### config.mk
export PLATFORM = sky130hd
export DESIGN_NAME = alu_issue
export DESIGN_NICKNAME = d
export VERILOG_FILES = /design/src/rtl/alu_pkg.sv /design/src/rtl/alu_issue_fifo.sv /design/src/rtl/alu_issue.sv
export SDC_FILE = /design/constraint.sdc
export NUM_CORES = 1
export LEC_CHECK = 0
export BUFFER_PORTS_ARGS = -buffer_cell sky130_fd_sc_hd__buf_2
export CAP_MARGIN = 10
export CORE_MARGIN = 3
export CORE_UTILIZATION = 52
export DETAILED_ROUTE_END_ITERATION = 12
export HOLD_SLACK_MARGIN = 0.08
export PLACE_DENSITY = 0.83
export SETUP_SLACK_MARGIN = 0.15
export SLEW_MARGIN = 25
export SYNTH_ARGS = -nofsm -noshare
export SYNTH_HDL_FRONTEND = slang
export SYNTH_SLANG_ARGS = --single-unit
export TNS_END_PERCENT = 10
### constraint.sdc
create_clock -name Clk_i -period 2 [get_ports Clk_i]
set_input_delay 0.2 -clock Clk_i [delete_from_list [all_inputs] [get_ports Clk_i]]
set_output_delay 0.2 -clock Clk_i [all_outputs]
set_load 0.05 [all_outputs]
### src/rtl/alu_pkg.sv
// alu_pkg: opcode encoding and shared constants for the ALU, its issue stage
// and the formal harness.
package alu_pkg;

    typedef enum logic [1:0] {
        OPC_ADD = 2'd0,
        OPC_SUB = 2'd1,
        OPC_AND = 2'd2,
        OPC_OR  = 2'd3
    } opc_t;

    localparam int ALU_LATENCY = 1;
    localparam int WIDTH       = 8;

endpackage

### src/rtl/alu_issue_fifo.sv
// alu_issue_fifo: generic synchronous FIFO with a registered occupancy count;
// push is ignored when full and pop is ignored when empty.
module alu_issue_fifo #(
    parameter int Width = 8,
    parameter int Depth = 4
) (
    input  logic             i_clk,
    input  logic             i_rst_n,
    input  logic             i_push,
    input  logic [Width-1:0] i_din,
    input  logic             i_pop,
    output logic [Width-1:0] o_dout,
    output logic             o_full,
    output logic             o_empty
);

    localparam int AW = $clog2(Depth);

    logic [Width-1:0] r_mem [Depth];
    logic [AW-1:0]    r_wr_ptr;
    logic [AW-1:0]    r_rd_ptr;
    logic [AW:0]      r_count;
    logic             w_push;
    logic             w_pop;

    assign w_push  = i_push && !o_full;
    assign w_pop   = i_pop && !o_empty;
    assign o_full  = r_count == (AW + 1)'(Depth);
    assign o_empty = r_count == '0;
    assign o_dout  = r_mem[r_rd_ptr];

    always_ff @(posedge i_clk) begin
        if (w_push) r_mem[r_wr_ptr] <= i_din;
    end

    always_ff @(posedge i_clk or negedge i_rst_n) begin
        if (!i_rst_n) begin
            r_wr_ptr <= '0;
            r_rd_ptr <= '0;
            r_count  <= '0;
        end else begin
            if (w_push) r_wr_ptr <= r_wr_ptr + 1'b1;
            if (w_pop) r_rd_ptr <= r_rd_ptr + 1'b1;
            r_count <= r_count + (AW + 1)'(w_push) - (AW + 1)'(w_pop);
        end
    end

endmodule

### src/rtl/alu_issue.sv
// alu_issue: queues ALU commands, issues them in order and returns results in order.
// Define ALU_ISSUE_TAG_EN to carry a per-command tag through to the result.
module alu_issue
    import alu_pkg::*;
#(
    parameter int Width = WIDTH,
    parameter int Depth = 4
`ifdef ALU_ISSUE_TAG_EN
    ,
    parameter int TagWidth = 4
`endif
) (
    input  logic             Clk_i,
    input  logic             Reset_n_i,
    input  logic             Cmd_valid_i,
    output logic             Cmd_ready_o,
    input  logic [1:0]       Cmd_opc_i,
    input  logic [Width-1:0] Cmd_a_i,
    input  logic [Width-1:0] Cmd_b_i,
    output logic [1:0]       Alu_opc_o,
    output logic [Width-1:0] Alu_a_o,
    output logic [Width-1:0] Alu_b_o,
    input  logic [Width-1:0] Alu_dout_i,
    input  logic             Alu_ovf_i,
    output logic             Res_valid_o,
    input  logic             Res_ready_i,
    output logic [Width-1:0] Res_data_o,
`ifdef ALU_ISSUE_TAG_EN
    input  logic [TagWidth-1:0] Cmd_tag_i,
    output logic [TagWidth-1:0] Res_tag_o,
`endif
    output logic             Res_ovf_o
);

`ifdef ALU_ISSUE_TAG_EN
    localparam int CmdW = TagWidth + 2 + 2 * Width;
`else
    localparam int CmdW = 2 + 2 * Width;
`endif

    logic [CmdW-1:0]        w_cmd_in;
    logic [CmdW-1:0]        w_head;
    logic                   w_full;
    logic                   w_empty;
    logic                   w_issue;
    logic                   w_res_pop;
    logic                   w_cap;
    logic                   w_wr_idx;
    opc_t                   r_alu_opc;
    logic [Width-1:0]       r_alu_a;
    logic [Width-1:0]       r_alu_b;
    logic [ALU_LATENCY:0]   r_pipe;
    logic [1:0]             r_outst;
    logic [1:0]             r_buf_cnt;
    logic [Width-1:0]       r_buf_data [2];
    logic [1:0]             r_buf_ovf;

`ifdef ALU_ISSUE_TAG_EN
    assign w_cmd_in = {Cmd_tag_i, Cmd_opc_i, Cmd_a_i, Cmd_b_i};
`else
    assign w_cmd_in = {Cmd_opc_i, Cmd_a_i, Cmd_b_i};
`endif

    alu_issue_fifo #(
        .Width(CmdW),
        .Depth(Depth)
    ) u_cmd_fifo (
        .i_clk   (Clk_i),
        .i_rst_n (Reset_n_i),
        .i_push  (Cmd_valid_i),
        .i_din   (w_cmd_in),
        .i_pop   (w_issue),
        .o_dout  (w_head),
        .o_full  (w_full),
        .o_empty (w_empty)
    );

    // Outstanding spans issue register, ALU stage and result buffer, so capping
    // it at two means the two-entry buffer can never be overrun.
    assign Cmd_ready_o = !w_full;
    assign w_res_pop   = Res_valid_o && Res_ready_i;
    assign w_issue     = !w_empty && (r_outst < 2'd2 || w_res_pop);
    assign w_cap       = r_pipe[ALU_LATENCY];
    assign w_wr_idx    = w_res_pop ? r_buf_cnt[1] : r_buf_cnt[0];
    assign Alu_opc_o   = r_alu_opc;
    assign Alu_a_o     = r_alu_a;
    assign Alu_b_o     = r_alu_b;
    assign Res_valid_o = r_buf_cnt != 2'd0;
    assign Res_data_o  = r_buf_data[0];
    assign Res_ovf_o   = r_buf_ovf[0];

    always_ff @(posedge Clk_i or negedge Reset_n_i) begin
        if (!Reset_n_i) begin
            r_alu_opc <= OPC_ADD;
            r_alu_a   <= '0;
            r_alu_b   <= '0;
            r_pipe    <= '0;
            r_outst   <= '0;
        end else begin
            r_pipe  <= {r_pipe[ALU_LATENCY-1:0], w_issue};
            r_outst <= r_outst + 2'(w_issue) - 2'(w_res_pop);
            if (w_issue) begin
                r_alu_opc <= opc_t'(w_head[2*Width +: 2]);
                r_alu_a   <= w_head[Width +: Width];
                r_alu_b   <= w_head[0 +: Width];
            end
        end
    end

    // Entry 0 is always the oldest result; a pop shifts entry 1 down.
    always_ff @(posedge Clk_i or negedge Reset_n_i) begin
        if (!Reset_n_i) begin
            r_buf_cnt  <= '0;
            r_buf_data <= '{default: '0};
            r_buf_ovf  <= '0;
        end else begin
            r_buf_cnt <= r_buf_cnt + 2'(w_cap) - 2'(w_res_pop);
            if (w_res_pop) begin
                r_buf_data[0] <= r_buf_data[1];
                r_buf_ovf[0]  <= r_buf_ovf[1];
            end
            if (w_cap) begin
                r_buf_data[w_wr_idx] <= Alu_dout_i;
                r_buf_ovf[w_wr_idx]  <= Alu_ovf_i;
            end
        end
    end

`ifdef ALU_ISSUE_TAG_EN
    logic [TagWidth-1:0] r_tag_pipe [ALU_LATENCY+1];
    logic [TagWidth-1:0] r_buf_tag  [2];

    assign Res_tag_o = r_buf_tag[0];

    always_ff @(posedge Clk_i or negedge Reset_n_i) begin
        if (!Reset_n_i) begin
            r_tag_pipe <= '{default: '0};
            r_buf_tag  <= '{default: '0};
        end else begin
            if (w_issue) r_tag_pipe[0] <= w_head[CmdW-1 -: TagWidth];
            for (int i = 1; i <= ALU_LATENCY; i++) r_tag_pipe[i] <= r_tag_pipe[i-1];
            if (w_res_pop) r_buf_tag[0] <= r_buf_tag[1];
            if (w_cap) r_buf_tag[w_wr_idx] <= r_tag_pipe[ALU_LATENCY];
        end
    end
`endif

endmodule

==> impl_metrics.yaml <==
status:
  status: "completed"
routing:
  vias_per_cell: 5.29
  wire_per_inst_um: 18.8
  drc: 0
  ant_nets: 0
  first_pass_iters: 4
  via_count: 2594
  wl_mm: 9.20
  drtIter0Drc: 195
clock_tree:
  path_clk_slew_ns: 0.06
  cts_root_buf: "clkbuf_8"
  cts_buffers: 17
  clock_insertion_delay_worst_skew_ns: 0.50
  cts_max_level: 4
  cts_tree: "yes"
  cts.sinks: 121
  clk_path_buf_depth: 2
layout:
  antenna_cells: 0
  final_core_util_pct: 73.3
  post-route-cell-area_mm2: 0.00652
  drive_gt1_share_pct: 50.5
  fin_nets: 411
  syn_to_final_growth_pct: 34.0
floorplan:
  io_pins: 60
  core_area_mm2: 0.00889
  die_width_um: 103
  rows: 34
  die_area_mm2: 0.0105
  initial_core_util_pct: 54.7
  die_height_um: 103
sta:
  tightest_slew_ns: 0.525
  finalSetupViolations: 0
  timing.fmax_ghz: 0.503
  rsz0062_at_grt: "yes"
  finalCritPeriodShare_pct: 99.5
  slew_viol_final: 0
  period_minus_slack_ns: 1.99
  relSlewSlack_pct: 65.0
  clock_skew_ns: 0.00654
  hold_slack_ns: 0.198
  hold_violations: 0
  finalSetupTns_ns: 0
placed_design:
  io_buffer_count: 59
  dp_hpwl_mm: 5.13
  placed_area_mm2: 0.00536
  gp_congestion: 0.714
power:
  vdd_drop_max_uv: 1110
  power_leakage_nw: 2.65
  p_per_area_mw_per_mm2: 1840
min_path:
  hold_path_class: "in2reg"
  hp-start: "Cmd_valid_i"
critical_path:
  r2r-start: "u_cmd_fifo.r_count[2]"
  crit_required_ns: 2.42
  crit_type: "reg2reg"
  crit_path_end_kind: "register"
  crit_fanout: 3
  crit_path_start_kind: "register"
  critical_path.startpoint: "u_cmd_fifo.r_count[2]"
  cp.arrival_ns: 2.41
grt:
  grt_pass1_vias: 2863
  grt_max_degree: 30
  grt_first_pass_wirelength_mm: 14.2
  grt_overflow: 0
  antenna_found_initial: 0
  grtUsageTotal_pct: 18.8
yosys:
  synth_cell_types: 26
  ys_ff_latch: 121
  syn_inst: 248
  yosysSeqAreaShare_pct: 69.7
  yosysTopAreaCellShare_pct: 44.5
  synth.most_common_cell: "edfxtp_1"
  synth_top_cell_by_area: "edfxtp_1"
  synth.area.top_cells: "edfxtp_1, dfrtp_1, mux2_2"
  synthArstFlopShare_pct: 40.5
  synth_area_per_cell_um2: 19.6
  yosys_warnings: 0
  synth_edf_count: 72
  netlist_top_cells_count: "edfxtp_1, dfrtp_1, mux2_2"
  synthesis.area_mm2: 0.00486
  ys.flop_type: "edfxtp_1"
  synth_fp_nets: 290
run:
  drv_cap: 0
## cells by family after synthesis
family | Yosys count | synth area share (%)
multiplexers | 65 | 20.6
adder cells (fa/ha/maj) | 11 | 2.99
XOR/XNOR | 9 | 1.62
flip-flops | 121 | 69.7
buffers and inverters | 28 | 3.47
AND/OR/NAND/NOR | 10 | 1.11
AO/OA/AOI/OAI | 4 | 0.515
## critical path, stage by stage (launching register included)
cell and delay (ns):
dfrtp_2 0.44, nor3_4 0.27, a21oi_4 0.07, ha_4 0.27, inv_2 0.04, ha_4 0.15, fa_2 0.37, xnor2_2 0.19
xnor2_1 0.13
## path summary, 6_finish.rpt
path	to	slack, ns	cells past startpoint
worst max-delay path	u_cmd_fifo.r_count[2]	0.01	8
worst min-delay path	u_cmd_fifo.r_wr_ptr[0]	0.20	3
worst max register to register	u_cmd_fifo.r_count[2]	0.01	8
worst min register to register	r_pipe[1]	0.36	0
max in group asynchronous	u_cmd_fifo.r_count[2]	1.24	3
min in group asynchronous	r_buf_data[0]	0.21	2
## state kept, by name, summed over array words and instances, names as in the netlist
name / cells
Alu_a_o: 8
Alu_b_o: 8
u_cmd_fifo.r_count: 3
u_cmd_fifo.r_rd_ptr: 2
r_outst: 2
u_cmd_fifo.r_mem: 72
r_buf_cnt: 2
r_buf_ovf: 2
Res_data_o: 8
u_cmd_fifo.r_wr_ptr: 2
r_pipe: 2
r_buf_data: 8
Alu_opc_o: 2
## routing by layer
layer | wire length [um] | up-vias | GRT usage (%)
li1 | - | 1178 | -
met1 | 3570 | 1341 | 20.6
met2 | 5110 | 71 | 34.5
met3 | 480 | 4 | 5.75
met4 | 44 | 0 | 6.66
met5 | 0 | - | 0
## cell type report
type                            instances  area, um^2
Clock buffer                           19         432
Clock inverter                         13         169
Fill cell                             521        2380
Inverter                               12        47.5
Multi-Input combinational cell         99        1400
Sequential cell                       121        3390
Tap cell                              108         135
Timing Repair Buffer                  118         938
## power breakdown
group	internal (mW)	total, mW	leakage, nW	switching [mW]
Sequential	3.54	3.92	1.23	0.386
Clock	1.94	3.02	0.281	1.08
Combinational	2.36	5.05	1.14	2.69
Total	7.83	12.0	2.65	4.16
## layout by cell type (no fill, tap or decap), types with 7 or more instances in the layout
master	count
mux4_2	9
buf_12	7
mux2_4	9
mux2_2	37
clkbuf_16	17
buf_2	58
edfxtp_1	72
inv_1	9
dlygate4sd3_1	28
buf_4	19
dfrtp_1	48
mux4_1	9
## timing repair
action	CTS	global route
setup endpoints to repair	3	76
pin swaps	2	12
resized for setup	4	27
buffers inserted	5	11
endpoints found under the hold margin	112	0
gates cloned	0	1
hold buffers	28	0
## stage by stage
step                      power (mW)  worst slack, ns  instances
after global placement          8.12           0.0810        413
after floorplan                 7.37         -0.00154        248
after CTS                       11.6           0.0601        478
after global routing            12.6          -0.0963        490
after detailed placement        8.31          0.00944        413
final                           12.0           0.0106        490
No activity file was read; power rests on OpenSTA's default activity.
